==> src/rtl/alu_pkg.sv <==
// Shared constants and types for the alu32 datapath block.
// ALU_SLTU_EN selects whether code 3'b011 is an unsigned set-less-than.
package alu_pkg;

  localparam int ALU_W = 32;

  // Bit positions inside the 4-bit flags vector {zero, negative, carry, overflow}.
  localparam int FLG_Z = 3;
  localparam int FLG_N = 2;
  localparam int FLG_C = 1;
  localparam int FLG_V = 0;

  typedef enum logic [2:0] {
    ALU_AND  = 3'b000,
    ALU_OR   = 3'b001,
    ALU_ADD  = 3'b010,
`ifdef ALU_SLTU_EN
    ALU_SLTU = 3'b011,
`else
    ALU_RSVD = 3'b011,
`endif
    ALU_ANDN = 3'b100,
    ALU_ORN  = 3'b101,
    ALU_SUB  = 3'b110,
    ALU_SLT  = 3'b111
  } alu_op_e;

  // True for operations whose carry/overflow flags come from the adder.
  function automatic logic is_arith(input alu_op_e op);
    case (op)
      ALU_ADD, ALU_SUB, ALU_SLT: is_arith = 1'b1;
`ifdef ALU_SLTU_EN
      ALU_SLTU:                  is_arith = 1'b1;
`endif
      default:                   is_arith = 1'b0;
    endcase
  endfunction

endpackage

==> src/rtl/alu_adder.sv <==
// Single shared two's-complement adder used for ADD, SUB and the compares.
// Overflow is reported for signed interpretation of x and y.
module alu_adder
  import alu_pkg::*;
(
  input  logic [ALU_W-1:0] x,
  input  logic [ALU_W-1:0] y,
  input  logic             cin,
  output logic [ALU_W-1:0] sum,
  output logic             cout,
  output logic             ovf
);

  logic [ALU_W:0] full_sum;

  assign full_sum = {1'b0, x} + {1'b0, y} + {{ALU_W{1'b0}}, cin};
  assign sum      = full_sum[ALU_W-1:0];
  assign cout     = full_sum[ALU_W];
  // Same-sign operands producing a differently-signed sum.
  assign ovf      = (x[ALU_W-1] == y[ALU_W-1]) && (sum[ALU_W-1] != x[ALU_W-1]);

endmodule

==> src/rtl/alu32.sv <==
// 32-bit combinational ALU with a registered {Z,N,C,V} flag vector.
// Define ALU_SLTU_EN to turn code 3'b011 into unsigned set-less-than.
module alu32
  import alu_pkg::*;
(
  input  logic             clk,
  input  logic             reset,
  input  logic [ALU_W-1:0] a,
  input  logic [ALU_W-1:0] b,
  input  logic [2:0]       alu_control,
  output logic [ALU_W-1:0] result,
  output logic [3:0]       flags
);

  alu_op_e          op;
  logic             sub_sel;
  logic [ALU_W-1:0] add_y;
  logic [ALU_W-1:0] add_sum;
  logic             add_cout;
  logic             add_ovf;
  logic [ALU_W-1:0] result_d;
  logic [3:0]       flags_d;
  logic [3:0]       flags_q;

  assign op = alu_op_e'(alu_control);

`ifdef ALU_SLTU_EN
  // SLTU sits at an encoding with bit 2 clear but still needs a - b.
  assign sub_sel = alu_control[2] | (op == ALU_SLTU);
`else
  assign sub_sel = alu_control[2];
`endif

  assign add_y = sub_sel ? ~b : b;

  alu_adder u_adder (
    .x    (a),
    .y    (add_y),
    .cin  (sub_sel),
    .sum  (add_sum),
    .cout (add_cout),
    .ovf  (add_ovf)
  );

  always_comb begin
    result_d = '0;
    case (op)
      ALU_AND:  result_d = a & b;
      ALU_OR:   result_d = a | b;
      ALU_ADD:  result_d = add_sum;
      ALU_ANDN: result_d = a & ~b;
      ALU_ORN:  result_d = a | ~b;
      ALU_SUB:  result_d = add_sum;
      ALU_SLT:  result_d = {{(ALU_W-1){1'b0}}, add_sum[ALU_W-1] ^ add_ovf};
`ifdef ALU_SLTU_EN
      // No carry-out from a + ~b + 1 means a borrow, i.e. a < b unsigned.
      ALU_SLTU: result_d = {{(ALU_W-1){1'b0}}, ~add_cout};
`endif
      default:  result_d = '0;
    endcase
  end

  always_comb begin
    flags_d        = '0;
    flags_d[FLG_Z] = (result_d == '0);
    flags_d[FLG_N] = result_d[ALU_W-1];
    if (is_arith(op)) begin
      flags_d[FLG_C] = add_cout;
      flags_d[FLG_V] = add_ovf;
    end
  end

  always_ff @(posedge clk) begin
    if (!reset) begin
      flags_q <= '0;
    end else begin
      flags_q <= flags_d;
    end
  end

  assign result = result_d;
  assign flags  = flags_q;

endmodule

==> config.mk <==
export PLATFORM = sky130hd
export DESIGN_NAME = alu32
export DESIGN_NICKNAME = d
export VERILOG_FILES = /design/src/rtl/alu_pkg.sv /design/src/rtl/alu_adder.sv /design/src/rtl/alu32.sv
export SDC_FILE = /design/constraint.sdc
export NUM_CORES = 1
export LEC_CHECK = 0
export ABC_CLOCK_PERIOD_IN_PS = 8200
export CORE_ASPECT_RATIO = 0.5
export CORE_MARGIN = 10
export CORE_UTILIZATION = 42
export CTS_CLUSTER_DIAMETER = 120
export DETAILED_ROUTE_END_ITERATION = 10
export GPL_ROUTABILITY_DRIVEN = 1
export HOLD_SLACK_MARGIN = 0.06
export PLACE_DENSITY_LB_ADDON = 0.08
export SLEW_MARGIN = 20
export SYNTH_ARGS = -nofsm -noshare
export SYNTH_HDL_FRONTEND = slang
export SYNTH_SLANG_ARGS = --single-unit
==> constraint.sdc <==
create_clock -name clk -period 8.2 [get_ports clk]
set_clock_uncertainty 0.05 [all_clocks]
set_input_delay 1.64 -clock clk [delete_from_list [all_inputs] [get_ports clk]]
set_output_delay 1.64 -clock clk [all_outputs]
set_load 0.05 [all_outputs]
==> metrics, run 1 <==
H-Tree Depth 1; max_cap viols 0; pre-CTS setup slack 0.564 ns; drt drc 0; worst-case hold slack 2.06 ns; Final min period 7.79 ns; commonest cells after routing, fill and taps aside clkdlybuf4s50_1, nand2_1, a21oi_1; WS Path Type primary input to output port; Peak Freq 128 MHz; main flop type after synthesis dfxtp_1; hold path start reset; core area 0.00743 mm²; CP Launch Point alu_control[2]; CP endpoint kind output port; Final Setup Violations 0; startpoint types primary input; RSZ-0062 raised after global routing false; Post-CTS Setup Repair Bufs 0; CP Data Arrival Time 6.10 ns; final worst setup slack 0.406 ns; Remaining Overflow, GRT 0; GP Congestion 0.892; Hold Path Stages 2; Die ar. 0.0119 mm²; vias in the first global route 3,714; relative slew slack 50.8%; largest net degree at the start of global routing 42; CTS resizes 0; P_leak 1.70 nW; Worst Path Required 6.51 ns; Gate Count Post-Synth 458; most common cell after layout, fill and taps aside clkdlybuf4s50_1; Die Y 82.2 µm; Post-Route Utilization 59.5%; status completed; CTS tree done; total number of yosys warnings 0; Detail Route Antenna Nets 0; initial antenna violation count 0; setup TNS 0 ns; # rows 22; wire per inst 19.3 µm; maximum vdd drop 0.106 mV; layout cells sized above 1 4.05%; Hold-fix buffers, CTS 0; Top Metal Used met4; DR WL met2 5550 µm; Post-synth ARST share 0%; total routed wirelength 12,300 µm; nets@finish 647; max-slew violations 0; Fin. Hold Viols 0; Cell Area, Synth 0.00325 mm²; first-pass GRT wire length 19,400 µm; PD cells 135 mW/mm²; Initial DRC Count 196; Layout Area Growth over Synthesis 35.9%; CTS root buf clkbuf_16; number of fill cells 732; sequential share of the synthesized area 2.46%; worst hold endpoint flags[2]; Syn Nets 560; # IOs 105; Starting Density 43.8%; period utilization 95.1%; Post-DP HPWL 9860 µm; Detail Route met3 WL 766 µm; DIE WIDTH 144 µm; routed vias 3,899; Yosys reg bits 4; syn avg cell area 7.10 µm²; crit-path max FO 21; CTS sink cnt 4; Slew @ Worst Pin 0.739 ns; Distinct cells, synth 70; ant diodes 0; Max Root-Sink Buffers 2; Largest register FFs 4; Num CTS Buffers 3; drt pass-1 iters 5; PortBufs 104; clk slew on worst S/H paths 0.03 ns; Post-synth EDFFs 0; worst min path class primary input to flop; Final Total Pwr 0.596 mW; GRT Total Usage 19.6%; Metal-1 WL 5970 µm; DR vias/cell 6.10
==> worst max path at each step <==
stage / end / slack, ns / cells past startpoint
6_report: result[31] / 0.41 / 12
4_1_cts: result[31] / 0.51 / 13
3_3_place_gp: result[31] / 0.52 / 12
3_5_place_dp: result[31] / 0.56 / 13
2_1_floorplan: result[30] / 0.86 / 13
5_1_grt: result[31] / 0.21 / 12
==> power by group <==
part / switching, mW / leakage [nW] / internal [mW] / total, mW
clock network: 0.0126 / 0.0370 / 0.0622 / 0.0748
logic: 0.305 / 1.63 / 0.196 / 0.501
registers: 0.000231 / 0.0326 / 0.0206 / 0.0208
==> layer usage <==
| metal | track usage, % | vias up |
|---|---|---|
| met5 | 0 | - |
| met3 | 2.79 | 2 |
| met1 | 27.1 | 1819 |
| li1 | - | 1961 |
| met2 | 33.5 | 117 |
| met4 | 0.701 | 0 |
==> cells in the mapped netlist, types with 9 or more instances <==
library cell  instances  area, µm²
a21oi_1              38        190
inv_1                 9       33.8
nand3_1              11       55.1
xor2_1               33        289
a21o_1               13       97.6
nor3_1               15       75.1
maj3_1               28        280
xnor2_1               9       78.8
o21ai_0              34        170
nor2_1               23       86.3
nand2_1              39        146
clkbuf_1             22       82.6
nand4_1               9       56.3
ha_1                 32        400
==> worst max-delay path, stage by stage <==
cell             delay, ns
buf_2                 0.52
xor2_1                0.26
ha_1                  0.49
nand4_1               0.25
nor4_1                0.42
o21ai_0               0.30
o211a_1               0.32
o41ai_1               0.36
a21o_1                0.23
xnor2_1               0.07
o21ai_0               0.34
clkdlybuf4s50_1       0.90
==> per-stage QoR <==
stage / area [µm²] / std cells
2_1_floorplan: 3250 / 458
3_3_place_gp: 4340 / 636
3_5_place_dp: 4340 / 636
4_1_cts: 4420 / 639
5_1_grt: 4420 / 639
6_report: 4420 / 639
==> area by class of cell <==
cell class	instances	area [µm²]	area share [%]
tap	96	120	2.72
multi-input combinational	418	3020	68.4
clock buffer	3	75.1	1.70
timing repair buffer	109	1090	24.6
inverter	9	33.8	0.764
sequential	4	80.1	1.81
==> cells by family (layout without fill, tap and decap cells) <==
family                     Yosys count  count (layout)  share of synthesized area, %
AOI/OAI and AO/OA                  170             170                          36.4
buffers and inverters               36             121                          4.54
muxes                                2               2                         0.769
adders and majority gates           62              62                          21.9
DFF                                  4               4                          2.46
and+or+nand+nor                    142             142                          22.6
xor gates and xnor gates            42              42                          11.3
Note: power is estimated with default switching activity, not from simulation.
==> inputs of run 2 (changes only) <==
--- a/config.mk
+++ b/config.mk
@@ -5,7 +5,7 @@
 export SDC_FILE = /design/constraint.sdc
 export NUM_CORES = 1
 export LEC_CHECK = 0
-export ABC_CLOCK_PERIOD_IN_PS = 8200
+export ABC_CLOCK_PERIOD_IN_PS = 6500
 export CORE_ASPECT_RATIO = 0.5
 export CORE_MARGIN = 10
 export CORE_UTILIZATION = 42
==> constraint.sdc (replaced) <==
create_clock -name clk -period 6.5 [get_ports clk]
set_clock_uncertainty 0.05 [all_clocks]
set_input_delay 1.3 -clock clk [delete_from_list [all_inputs] [get_ports clk]]
set_output_delay 1.3 -clock clk [all_outputs]
set_load 0.05 [all_outputs]
==> metrics, run 2 (same netlist as run 1, synthesis figures left out) <==
nets@finish 656 (+1.4%); relative slew slack 54.6% (+3.9 points); routed vias 4,004 (+2.7%); critical path cell sequence clkdlybuf4s50_1 > xor2_1 > ha_1 > o211ai_1 > o21ai_0 > o211ai_1 > a2111oi_0 > nor2_1 > o32ai_1 > xnor2_1 > o21ai_1 > buf_12; Die Y 82.2 µm (unchanged); WS Path Type primary input to output port; CTS tree done; max-slew violations 0 (unchanged); GP Congestion 0.916 (+2.7%); Max Root-Sink Buffers 2 (unchanged); CP Data Arrival Time 4.82 ns (-1.28 ns); Worst Path Required 5.15 ns (-1.36 ns); largest net degree at the start of global routing 42 (unchanged); first-pass GRT wire length 19,500 µm (+0.82%); crit-path max FO 10 (-52%); period utilization 94.9%; Detail Route Antenna Nets 0 (unchanged); H-Tree Depth 1 (unchanged); startpoint types primary input; setup TNS 0 ns (unchanged); P_leak 1.82 nW (+6.9%); vias in the first global route 3,758 (+1.2%); CTS resizes 0 (unchanged); Die ar. 0.0119 mm² (unchanged); Slew @ Worst Pin 0.681 ns (-0.0579 ns); Final min period 6.17 ns; Post-CTS Setup Repair Bufs 0 (unchanged); clk slew on worst S/H paths 0.03 ns (about the same); worst min path class primary input to flop; core area 0.00743 mm² (unchanged); # IOs 105 (unchanged); DR vias/cell 6.17 (+1.1%); commonest cells after routing, fill and taps aside clkdlybuf4s50_1, nand2_1, a21oi_1; layout cells sized above 1 10.7% (+6.6 points); status completed; total routed wirelength 12,400 µm (+0.77%); Layout Area Growth over Synthesis 39.7%; most common cell after layout, fill and taps aside clkdlybuf4s50_1; Hold-fix buffers, CTS 0 (unchanged); Final Setup Violations 0 (unchanged); RSZ-0062 raised after global routing false; pre-CTS setup slack 0.360 ns (-0.204 ns); DIE WIDTH 144 µm (unchanged); Num CTS Buffers 3 (unchanged); CP endpoint kind output port; # rows 22 (unchanged); Slowest Stage Delay on Critical Path 0.51 ns (-0.39 ns); number of fill cells 735 (+0.41%); CP most frequent cell o211ai_1; WP buf/inv 2 (unchanged); PortBufs 104 (unchanged); Initial DRC Count 315 (+61%); Remaining Overflow, GRT 0 (unchanged); final worst setup slack 0.332 ns (-0.0741 ns); initial antenna violation count 1 (+1); delay-heaviest family, CP compound AO/OA/AOI/OAI gates; Peak Freq 162 MHz; Largest register FFs 4 (unchanged); wire per inst 19.1 µm (-0.78%); PD cells 173 mW/mm² (+28%); Fin. Hold Viols 0 (unchanged); maximum vdd drop 0.112 mV (+5.7%); CTS sink cnt 4 (unchanged); CTS root buf clkbuf_16; max_cap viols 0 (unchanged); Post-DP HPWL 9900 µm (+0.38%); slowest CP cell a2111oi_0; drt pass-1 iters 5 (unchanged); Final Total Pwr 0.788 mW (+32%); Post-Route Utilization 61.1% (+1.7 points); GRT Total Usage 19.8% (+0.14 points); drt drc 0 (unchanged); Starting Density 43.8% (unchanged)
-- run 2: cell types whose count changed in the layout (fill, tap and decap cells not counted), sizes merged --
cell and delta:
diode +1, buf +37, clkdlybuf4s50 -28
-- run 2: layout make-up --
class	instances	area, µm²	share of cell area [%]
sequential	4	80.1	1.76
multi-input combinational	418	3020	66.5
clock buffer	3	75.1	1.65
tap	96	120	2.64
timing repair buffer	118	1210	26.6
antenna	1	2.50	0.0551
inverter	9	33.8	0.743
-- run 2: report_power, final --
group / internal, mW / switching [mW]
combinational: 0.270 / 0.396
sequential: 0.0260 / 0.000307
clock: 0.0786 / 0.0174
-- run 2: stage by stage --
stage          hold WS [ns]  instance area [µm²]  instances
6_report               1.70                 4540        649
5_1_grt                1.74                 4540        648
4_1_cts                1.71                 4540        648
3_5_place_dp           1.94                 4470        645
3_3_place_gp           1.93                 4470        645
2_1_floorplan          1.37                 3250        458
-- run 2: worst paths after layout --
kind / startpoint / endpoint / depth (start not counted)
max: b[6] / result[29] / 12
min: alu_control[2] / flags[1] / 4
-- run 2: worst min-delay path: stages --
cell and delay, ns:
buf_2 0.12, buf_12 0.20, o211ai_1 0.24, nor2_1 0.06
-- run 2: per-layer routing --
metal / routed length, µm / track usage, % / vias to the layer above
met3: 898 / 3.19 / 6
met5: 0 / 0 / -
li1: - / - / 1981
met4: 68 / 2.71 / 0
met2: 5410 / 32.9 / 168
met1: 6020 / 27.0 / 1849
